### config.mk
export PLATFORM = sky130hd
export DESIGN_NAME = return_addr_stack_flat
export DESIGN_NICKNAME = d
export VERILOG_FILES = /design/src/rtl/return_addr_stack_if.sv /design/src/rtl/return_addr_stack.sv /design/src/flat_wrapper.sv
export SDC_FILE = /design/constraint.sdc
export NUM_CORES = 1
export LEC_CHECK = 0
export BUFFER_PORTS_ARGS = -buffer_cell sky130_fd_sc_hd__buf_2
export CORE_ASPECT_RATIO = 0.6
export CORE_MARGIN = 2
export CORE_UTILIZATION = 35
export DETAILED_ROUTE_END_ITERATION = 12
export PLACE_DENSITY = 0.58
export SYNTH_ARGS = -nofsm -noshare
export SYNTH_HDL_FRONTEND = slang
export SYNTH_SLANG_ARGS = --single-unit
### constraint.sdc
create_clock -name i_clk -period 5.63 [get_ports i_clk]
set_input_delay 0.2815 -clock i_clk [delete_from_list [all_inputs] [get_ports i_clk]]
set_output_delay 0.2815 -clock i_clk [all_outputs]
set_load 0.05 [all_outputs]
### src/rtl/return_addr_stack_if.sv
// Bus bundle for the return-address stack: push/pop/flush controls in, pop result and status out.
// CW must stay in step with the localparam of the same name in return_addr_stack.
interface return_addr_stack_if #(
  parameter int unsigned WIDTH = 32,
  parameter int unsigned DEPTH = 8
);
  localparam int unsigned CW = $clog2(DEPTH + 1);

  logic             push;
  logic [WIDTH-1:0] push_data;
  logic             pop;
  logic             flush;
  logic             clear_err;
  logic [WIDTH-1:0] pop_data;
  logic             pop_valid;
  logic [WIDTH-1:0] top_data;
  logic [CW-1:0]    count;
  logic             empty;
  logic             full;
  logic             overflow;
  logic             underflow;

  modport master (
    output push, push_data, pop, flush, clear_err,
    input  pop_data, pop_valid, top_data, count, empty, full, overflow, underflow
  );

  modport slave (
    input  push, push_data, pop, flush, clear_err,
    output pop_data, pop_valid, top_data, count, empty, full, overflow, underflow
  );
endinterface

### src/rtl/return_addr_stack.sv
// Return-address stack for the fetch stage: LIFO of link PCs with push+pop in one cycle,
// flush, sticky overflow/underflow flags and optional circular overwrite when full.
module return_addr_stack #(
  parameter int unsigned WIDTH     = 32,
  parameter int unsigned DEPTH     = 8,
  parameter int unsigned WRAP_MODE = 0
) (
  input  logic                i_clk,
  input  logic                i_rst,
  return_addr_stack_if.slave  bus
);
  localparam int unsigned CW = $clog2(DEPTH + 1);
  localparam int unsigned PW = $clog2(DEPTH);

  logic [WIDTH-1:0] r_mem [DEPTH];
  logic [PW-1:0]    r_ptr;
  logic [CW-1:0]    r_count;
  logic [WIDTH-1:0] r_pop_data;
  logic             r_pop_valid;
  logic             r_overflow;
  logic             r_underflow;

  logic             w_empty;
  logic             w_full;
  logic [PW-1:0]    w_ptr_inc;
  logic [PW-1:0]    w_top_idx;
  logic [WIDTH-1:0] w_top_data;
  logic             w_do_push;
  logic             w_do_pop;
  logic             w_replace;
  logic             w_ovf_evt;
  logic             w_unf_evt;

  // r_ptr is the next free slot; wrap is explicit so non-power-of-2 depths work.
  assign w_empty    = (r_count == '0);
  assign w_full     = (r_count == CW'(DEPTH));
  assign w_ptr_inc  = (r_ptr == PW'(DEPTH - 1)) ? '0 : r_ptr + PW'(1);
  assign w_top_idx  = (r_ptr == '0) ? PW'(DEPTH - 1) : r_ptr - PW'(1);
  assign w_top_data = w_empty ? '0 : r_mem[w_top_idx];

  // Decode this cycle's operation; flush suppresses push/pop entirely.
  always_comb begin
    w_do_push = 1'b0;
    w_do_pop  = 1'b0;
    w_replace = 1'b0;
    w_ovf_evt = 1'b0;
    w_unf_evt = 1'b0;
    if (!bus.flush) begin
      if (bus.push && bus.pop) begin
        if (w_empty) begin
          w_unf_evt = 1'b1;
          w_do_push = 1'b1;
        end else begin
          w_replace = 1'b1;
        end
      end else if (bus.push) begin
        if (!w_full) begin
          w_do_push = 1'b1;
        end else begin
          w_ovf_evt = 1'b1;
          w_do_push = (WRAP_MODE != 0);
        end
      end else if (bus.pop) begin
        if (w_empty) w_unf_evt = 1'b1;
        else         w_do_pop  = 1'b1;
      end
    end
  end

  // Storage is deliberately not reset; count gates visibility.
  always_ff @(posedge i_clk) begin
    if (w_do_push)      r_mem[r_ptr]     <= bus.push_data;
    else if (w_replace) r_mem[w_top_idx] <= bus.push_data;
  end

  always_ff @(posedge i_clk or posedge i_rst) begin
    if (i_rst) begin
      r_ptr       <= '0;
      r_count     <= '0;
      r_pop_data  <= '0;
      r_pop_valid <= 1'b0;
      r_overflow  <= 1'b0;
      r_underflow <= 1'b0;
    end else begin
      r_pop_valid <= w_do_pop | w_replace;
      if (w_do_pop || w_replace) r_pop_data <= w_top_data;

      if (bus.flush) begin
        r_ptr   <= '0;
        r_count <= '0;
      end else if (w_do_push) begin
        r_ptr <= w_ptr_inc;
        if (!w_full) r_count <= r_count + CW'(1);
      end else if (w_do_pop) begin
        r_ptr   <= w_top_idx;
        r_count <= r_count - CW'(1);
      end

      // A new error event outranks a same-cycle clear.
      if (w_ovf_evt)          r_overflow  <= 1'b1;
      else if (bus.clear_err) r_overflow  <= 1'b0;
      if (w_unf_evt)          r_underflow <= 1'b1;
      else if (bus.clear_err) r_underflow <= 1'b0;
    end
  end

  assign bus.pop_data  = r_pop_data;
  assign bus.pop_valid = r_pop_valid;
  assign bus.top_data  = w_top_data;
  assign bus.count     = r_count;
  assign bus.empty     = w_empty;
  assign bus.full      = w_full;
  assign bus.overflow  = r_overflow;
  assign bus.underflow = r_underflow;
endmodule

### src/flat_wrapper.sv
// flat-port wrapper written by rule: the top's interface ports become plain ports
module return_addr_stack_flat 
#(
  parameter int unsigned WIDTH     = 32,
  parameter int unsigned DEPTH     = 8,
  parameter int unsigned WRAP_MODE = 0
)
  (i_clk, i_rst, bus_push, bus_push_data, bus_pop, bus_flush, bus_clear_err, bus_pop_data, bus_pop_valid, bus_top_data, bus_count, bus_empty, bus_full, bus_overflow, bus_underflow);
  return_addr_stack_if #(.WIDTH(WIDTH), .DEPTH(DEPTH)) bus_i ();
  input  logic i_clk;
  input  logic i_rst;
  input wire logic [$bits(bus_i.push)-1:0] bus_push;
  input wire logic [$bits(bus_i.push_data)-1:0] bus_push_data;
  input wire logic [$bits(bus_i.pop)-1:0] bus_pop;
  input wire logic [$bits(bus_i.flush)-1:0] bus_flush;
  input wire logic [$bits(bus_i.clear_err)-1:0] bus_clear_err;
  output wire logic [$bits(bus_i.pop_data)-1:0] bus_pop_data;
  output wire logic [$bits(bus_i.pop_valid)-1:0] bus_pop_valid;
  output wire logic [$bits(bus_i.top_data)-1:0] bus_top_data;
  output wire logic [$bits(bus_i.count)-1:0] bus_count;
  output wire logic [$bits(bus_i.empty)-1:0] bus_empty;
  output wire logic [$bits(bus_i.full)-1:0] bus_full;
  output wire logic [$bits(bus_i.overflow)-1:0] bus_overflow;
  output wire logic [$bits(bus_i.underflow)-1:0] bus_underflow;
  assign bus_i.push = bus_push;
  assign bus_i.push_data = bus_push_data;
  assign bus_i.pop = bus_pop;
  assign bus_i.flush = bus_flush;
  assign bus_i.clear_err = bus_clear_err;
  assign bus_pop_data = bus_i.pop_data;
  assign bus_pop_valid = bus_i.pop_valid;
  assign bus_top_data = bus_i.top_data;
  assign bus_count = bus_i.count;
  assign bus_empty = bus_i.empty;
  assign bus_full = bus_i.full;
  assign bus_overflow = bus_i.overflow;
  assign bus_underflow = bus_i.underflow;
  return_addr_stack #(.WIDTH(WIDTH), .DEPTH(DEPTH), .WRAP_MODE(WRAP_MODE)) u_core (.i_clk(i_clk), .i_rst(i_rst), .bus(bus_i));
endmodule
==> results.md, run 1 <==
- Clock Tree Buf Depth: 3
- ANT cells: 0
- RSZ-0062 raised after global routing: false
- First-pass iteration count of the detailed router: 5
- Die Span X: around 240 um
- Post-CTS setup buffer count: 0
- Clk_lat worst skew: 0.55 ns
- Synth top area share: 64.38%
- Core area: 0.03364 mm2
- Arr. time, crit path: approximately 4.2 ns
- Routed Antenna Nets: 0
- Maximum clock rate: between 200 and 250 MHz
- DP HPWL: between 15000 and 20000 um
- Die area: roughly 0.036 mm2
- Tmin final: around 4.5 ns
- WL final: roughly 28000 um
- Clk sinks: a little under 300
- Worst R2R End: u_core.r_mem[2][12]
- Synth Flop Type: edfxtp_1
- GRT Overall Usage: approximately 16%
- Clock Root Buffer: clkbuf_16
- Synth Cell Area: 0.01194 mm2
- Ys async rst share: between 10 and 15%
- H-tree depth: 1
- Row count: 52
- Yosys top cell by area: edfxtp_1
- Max incr delay on CP: roughly 0.94 ns
- Run status: complete, no violations
- Sequential share of the synthesized area: between 70% and 80%
- Layout cell share with drive strength beyond 1: between 20% and 30%
- Routed vias: approximately 6600
- Number of synthesized flops with an enable pin: around 260
- Launch point of the worst reg-to-reg path: u_core.r_ptr[0]
- IO Count: 111
- Slowest cell on the critical path: ha_4
- Critical Path Fanout Max: 60
- Crit path from: u_core.r_ptr[0]
- CP cell instances: inv_1 > ha_4 > buf_4 > mux4_2 > o221ai_1 > nor2_1 > buf_2
- Vias/cell: 5.085
- Largest net degree at the start of global routing: about 60
- Remaining DRCs: 0
- FF+latch count, synth: between 200 and 300
- Avg WL per Cell: 21.86 um
- Req. time, crit path: 5.35 ns
- Fin Setup TNS: 0 ns
- Commonest non-fill, non-tap cell in the layout: edfxtp_1
- Worst Setup EP: bus_top_data[30]
- Layout Nets: between 800 and 900
- Setup crit end kind: output port
- First-pass GRT wire length: around 43000 um
- Top post-synthesis cells by area: edfxtp_1 64%, dfrtp_1 8.8%, mux4_2 5.8%
- Fillers: between 3000 and 4000
- Max cap viols: 0
- Register Area: about 0.0087 mm2
- Syn_area_per_cell: 17.06 um2
- Synth warn: 0
- Reg clk slew, reported paths: approximately 0.06 ns
- Clock skew: approximately 0.013 ns
- Most frequent cells in the layout: 256 x edfxtp_1, 110 x buf_2, 41 x dfrtp_1
- Reg-to-reg slack, setup: about 1.4 ns
- Multi-input gate area: slightly above 0.003 mm2
- Final hold viol count: 0
- Port Buffers: 110
- Syn_nets: between 700 and 800
- Layout area overhead: 17.54%
- Routability cong.: 0.7297
- Final setup fails: 0
- Worst rel slew slack: between 10% and 20%
- Die extent in y: 147.1 um
- Reg2Reg Depth: 8
- Yosys cell types: 46
- Initial DRC Count: 533
- Initial core utilization: around 35%
- Tightest Pin Transition: roughly 1.2 ns
- CTS tree: built
- Final Max Slew Viols: 0
- Hold Path Class: in -> reg
- Vias in the first global route: 6644
- GRT overflow: 0
- CTS Buf Count: 28
- Initial antenna violation count: 1
- Synth Instances: 700
- Fin crit share: approximately four fifths
- Worst Path Class, Setup: reg -> out
- Crit start category: flip-flop
-- worst min-delay path by stage --
stage,slack [ns],end,depth (start not counted),start
final,0.02,u_core.r_mem[3][14],1,bus_push_data[14]
after global routing,0.009,u_core.r_mem[4][23],1,bus_push_data[23]
after CTS,0.0007,u_core.r_mem[2][18],1,bus_push_data[18]
after detailed placement,0.47,u_core.bus.pop_data[29],2,u_core.bus.pop_data[29]
after global placement,0.46,u_core.bus.pop_data[28],2,u_core.bus.pop_data[28]
after floorplan,0.38,u_core.r_mem[0][0],0,bus_push_data[0]
-- flip-flops by register name, summed over array words and instances, names as in the netlist --
register and flops:
u_core.bus.pop_valid 1, u_core.bus.overflow 1, u_core.bus.underflow 1, u_core.r_mem 256, u_core.bus.count 4, u_core.bus.pop_data 32, u_core.r_ptr 3
-- per-stage QoR --
stage	area (um2)	hold WS (ns)	setup slack [ns]	cells	utilization [%]
after CTS	14030	0.0007123	1.124	1299	41.72
final	14030	0.02054	1.169	1299	41.72
after floorplan	11940	0.3804	0.9985	700	-
after detailed placement	13120	0.4654	1.346	1240	39.00
after global placement	13120	0.4574	1.497	1240	39.00
after global routing	14030	0.008669	0.9023	1299	41.72
-- logic make-up (layout without fill, tap and decap cells) --
| logic type | after synthesis | count (layout) | synth area share (%) |
|---|---|---|---|
| mux | 103 | 103 | 12.24 |
| compound gates | 123 | 123 | 7.136 |
| buf+inv | 59 | 199 | 2.096 |
| xor+xnor | 3 | 3 | 0.2201 |
| simple gates | 107 | 107 | 4.328 |
| flops | 298 | 298 | 73.18 |
| fa+ha+maj | 7 | 7 | 0.7964 |
-- synth_stat cells, types with 2 or more instances --
library cell,n
edfxtp_1,256
dfrtp_1,42
mux2i_1,38
o21ai_0,38
mux2_2,34
nand2_1,33
nor2_1,33
clkbuf_1,31
mux4_2,31
o221ai_1,31
o211ai_1,30
nor3_1,16
buf_2,11
inv_1,11
a21oi_1,8
ha_1,6
buf_1,4
nand3_1,4
nor2b_1,4
nand2b_1,3
o31ai_1,3
or3_1,3
a211oi_1,2
buf_6,2
nor3b_1,2
or3b_1,2
or4_1,2
xnor2_1,2
-- routing by layer --
metal / vias up / part of all wire, % / track usage [%]
met5: - / 0 / 0
met4: 0 / 1.5 / 2.809
met3: 34 / 5.2 / 3.453
met2: 173 / 45 / 24.04
met1: 3384 / 49 / 24.01
li1: 3015 / - / -
-- what timing repair did --
action | CTS | global route
gates resized for setup | 0 | 0
hold endpoints to repair | 99 | 0
hold buffers | 9 | 0
-- layout make-up --
cell class / instances / area share (%)
Sequential cell: 298 / 62.29
Multi-Input combinational cell: 343 / 21.58
Timing Repair Buffer: 138 / 5.848
Clock buffer: 35 / 5.331
Tap cell: 459 / 4.092
Clock inverter: 15 / 0.5616
Inverter: 11 / 0.2942
-- critical path: cells and delay by family, from the launching register on --
kind	cells	cell delay [ns]
adder cells (fa/ha/maj)	1	0.94
AO/OA/AOI/OAI	1	0.45
AND/OR/NAND/NOR	1	0.08
buffers and inverters	3	1.14
multiplexers	1	0.41
flip-flops	1	0.56
Power of run 1 is left out: the tool's default activity adds up to more than one toggle a clock period on the data nets, which glitch-free logic cannot reach.
==> inputs of run 2 (changes only) <==
--- a/config.mk
+++ b/config.mk
@@ -5,12 +5,13 @@
 export SDC_FILE = /design/constraint.sdc
 export NUM_CORES = 1
 export LEC_CHECK = 0
+export ABC_AREA = 1
 export BUFFER_PORTS_ARGS = -buffer_cell sky130_fd_sc_hd__buf_2
 export CORE_ASPECT_RATIO = 0.6
 export CORE_MARGIN = 2
 export CORE_UTILIZATION = 35
 export DETAILED_ROUTE_END_ITERATION = 12
-export PLACE_DENSITY = 0.58
+export PLACE_DENSITY = 0.59
 export SYNTH_ARGS = -nofsm -noshare
 export SYNTH_HDL_FRONTEND = slang
 export SYNTH_SLANG_ARGS = --single-unit
==> constraint.sdc (replaced) <==
create_clock -name i_clk -period 3.6 [get_ports i_clk]
set_input_delay 0.18 -clock i_clk [delete_from_list [all_inputs] [get_ports i_clk]]
set_output_delay 0.18 -clock i_clk [all_outputs]
set_load 0.05 [all_outputs]
==> run 2 against run 1 <==
Against the previous run: die area rose by 11%; worst hold slack improved by 0.0071 ns; clock-buffer cell count rose by 13; register-to-register slack got worse by 0.62 ns; flip-flop and latch count did not move; sequential share of layout area fell by 6.9 points; largest cell class unchanged; highest routed layer is now met5.
==> results.md, run 2 <==
- Run status: complete, no violations (unchanged)
- Synth warn: 0 (unchanged)
- Layout Nets: 1450 (was 865)
- H-tree depth: 1 (unchanged)
- Final Max Slew Viols: 0 (unchanged)
- Critical Path Fanout Max: 65 (was 60)
- Initial antenna violation count: 4 (was 1)
- Yosys top cell by area: edfxtp_1 (unchanged)
- Commonest cells post-synth: 263 x nand3_1, 256 x edfxtp_1, 252 x nand2_1 (was 256 x edfxtp_1, 42 x dfrtp_1, 38 x mux2i_1, 38 x o21ai_0, 34 x mux2_2)
- Routed Antenna Nets: 0 (unchanged)
- Worst Path Class, Setup: reg -> out (unchanged)
- Die extent in y: 155.2 um (was 147.1 um)
- Layout cell share with drive strength beyond 1: 14.28% (was 29.76%)
- Req. time, crit path: 3.42 ns (was 5.35 ns)
- Inst Count DP: 1851 (was 1240)
- Fin Setup TNS: 0 ns (unchanged)
- Vias/cell: 4.874 (was 5.085)
- Synth Cell Area: 0.01333 mm2 (was 0.01194 mm2)
- Synth top area share: 57.65% (was 64.38%)
- CTS tree: built (unchanged)
- Largest net degree at the start of global routing: 129 (was 61)
- Pleak: 0.006873 uW
- Final setup fails: 0 (unchanged)
- Final Util: 41.96% (was 41.72%)
- Fillers: 3577 (was 3050)
- Ys async rst share: 14.09% (unchanged)
- Syn_nets: 1323 (was 745)
- Yosys cell types: 32 (was 46)
- IO Count: 111 (unchanged)
- Reg-to-reg slack, setup: 0.76 ns (was 1.38 ns)
- PD cells: just over 900 mW/mm2
- Number of synthesized flops with an enable pin: 256 (unchanged)
- Syn_area_per_cell: 10.43 um2 (was 17.06 um2)
- GRT Overall Usage: 17.61% (was 15.95%)
- RSZ-0062 raised after global routing: false (unchanged)
- Launch point of the worst reg-to-reg path: u_core.bus.count[3] (was u_core.r_ptr[0])
- Post-CTS setup buffer count: 0 (unchanged)
- GRT overflow: 0 (unchanged)
- Avg WL per Cell: 17.99 um (was 21.86 um)
- Row count: 55 (was 52)
- Initial core utilization: 35.42% (was 35.50%)
- Worst Setup EP: bus_top_data[29] (was bus_top_data[30])
- Routed vias: 9476 (was 6606)
- Tmin final: between 3 and 4 ns
- Largest Register: u_core.r_mem (unchanged)
- Max cap viols: 0 (unchanged)
- Vias in the first global route: 9080 (was 6644)
- Fin crit share: ~89%
- Reg clk slew, reported paths: 0.07 ns (was 0.06 ns)
- Top post-synthesis cells by area: edfxtp_1 58%, nand3_1 9.9%, dfrtp_1 7.9% (was edfxtp_1 64%, dfrtp_1 8.8%, mux4_2 5.8%)
- Die area: 0.03973 mm2 (was 0.03566 mm2)
- Sequential share of the synthesized area: 65.53% (was 73.18%)
- Crit start category: flip-flop (unchanged)
- Non-filler instance count after layout: 1944 (was 1299)
- Clock Tree Buf Depth: 3 (unchanged)
- Worst R2R End: u_core.bus.pop_data[15] (was u_core.r_mem[2][12])
- Worst hold stages: 4 (was 1)
- Hold Crit Start: bus_flush (was bus_push_data[14])
- Crit path from: u_core.r_ptr[0] (unchanged)
- Core area: 0.03764 mm2 (was 0.03364 mm2)
- Arr. time, crit path: 3.02 ns (was 4.18 ns)
- Hold Path Class: in -> reg (unchanged)
- Clk_lat worst skew: 0.57 ns (was 0.55 ns)
- VDD IR max: about 0.00063 V
- Remaining DRCs: 0 (unchanged)
- Clock skew: 0.01164 ns (was 0.01347 ns)
- Commonest non-fill, non-tap cell in the layout: nand3_1 (was edfxtp_1)
- Synth Instances: 1278 (was 700)
- Tot Pwr: between 10000 and 15000 uW
- First-pass GRT wire length: 54320 um (was 42720 um)
- Most common cell in the netlist: nand3_1 (was edfxtp_1)
- Layout area overhead: 18.46% (was 17.54%)
- Maximum clock rate: 312.3 MHz
- Die Span X: 256.0 um (was 242.5 um)
- FF+latch count, synth: 298 (unchanged)
- Initial DRC Count: 915 (was 533)
- Most frequent cells in the layout: 263 x nand3_1, 256 x edfxtp_1, 250 x nand2_1 (was 256 x edfxtp_1, 110 x buf_2, 41 x dfrtp_1)
- Clock Root Buffer: clkbuf_16 (unchanged)
- Synth Flop Type: edfxtp_1 (unchanged)
- DP HPWL: 19680 um (was 17240 um)
- Clk sinks: 298 (unchanged)
- Final hold viol count: 0 (unchanged)
- Setup crit end kind: output port (unchanged)
- Largest register FFs: 256 (unchanged)
- Reg2Reg Depth: 8 (unchanged)
- Routability cong.: 0.7567 (was 0.7297)
- Tightest Pin Transition: 1.108 ns (was 1.218 ns)
- CTS Buf Count: 30 (was 28)
- WL final: 34980 um (was 28400 um)
- Port Buffers: 110 (unchanged)
- Worst rel slew slack: 25.96% (was 18.62%)
- First-pass iteration count of the detailed router: 6 (was 5)
-- run 2: final cells by class --
cell class / count / area (um2) / share of cell area [%]
Multi-Input combinational cell: 687 / 3496 / 22.13
Tap cell: 513 / 641.9 / 4.064
Timing Repair Buffer: 171 / 1150 / 7.280
Sequential cell: 298 / 8742 / 55.35
Clock inverter: 8 / 107.6 / 0.6812
Antenna cell: 2 / 5.005 / 0.03169
Inverter: 217 / 814.5 / 5.157
Clock buffer: 48 / 838.3 / 5.307
-- run 2: what timing repair did --
action | 4_1_cts | 5_1_grt
endpoints found under the setup margin | 0 | 8
endpoints found under the hold margin | 278 | 0
resized for setup | 0 | 1
hold buffers | 35 | 0
-- run 2: where the power goes --
part / switching [uW] / internal (uW)
Sequential: 140 / 4140
Clock: 1300 / 1740
Combinational: 5640 / 1570
Total: 7080 / 7450
-- run 2: worst min-delay path by stage --
stage / end / slack (ns)
finish: u_core.bus.count[1] / 0.03
global route: u_core.bus.count[3] / 0.04
CTS: u_core.bus.count[1] / 0.008
detailed placement: u_core.bus.overflow / 0.29
global placement: u_core.bus.overflow / 0.28
floorplan: u_core.r_mem[0][0] / 0.28
-- run 2: critical path, stage by stage, from the launching register on --
cell and delay, ns:
dfrtp_4 0.47, inv_1 0.09, ha_2 0.28, inv_2 0.06, buf_4 0.71, nand3_1 0.15
nand3_1 0.15, nand2_1 0.09, nor2_1 0.14, buf_2 0.29
-- run 2: routing by layer --
| metal | vias to the layer above | routed length (um) | GRT usage, % |
|---|---|---|---|
| met3 | 55 | 2402 | 3.144 |
| met1 | 4571 | 16640 | 26.25 |
| met5 | - | 13 | 0 |
| met4 | 2 | 741 | 4.372 |
| li1 | 4533 | - | - |
| met2 | 315 | 15180 | 26.60 |
-- run 2: cell families after synthesis --
family,after synthesis,share of synthesized area [%]
and+or+nand+nor,663,23.93
xor gates and xnor gates,3,0.1971
DFF,298,65.53
buffers and inverters,293,8.924
AOI/OAI and AO/OA,14,0.7038
adders and majority gates,7,0.7131
-- run 2: metrics by stage --
step / setup WS [ns] / area [um2] / hold WS [ns]
2_1_floorplan: 0.08938 / 13330 / 0.2789
3_3_place_gp: 0.8084 / 14490 / 0.2848
3_5_place_dp: 0.7597 / 14490 / 0.2944
4_1_cts: 0.1628 / 15790 / 0.008106
5_1_grt: 0.1970 / 15790 / 0.03980
6_report: 0.3976 / 15800 / 0.02765
No activity file was read; power rests on OpenSTA's default activity.
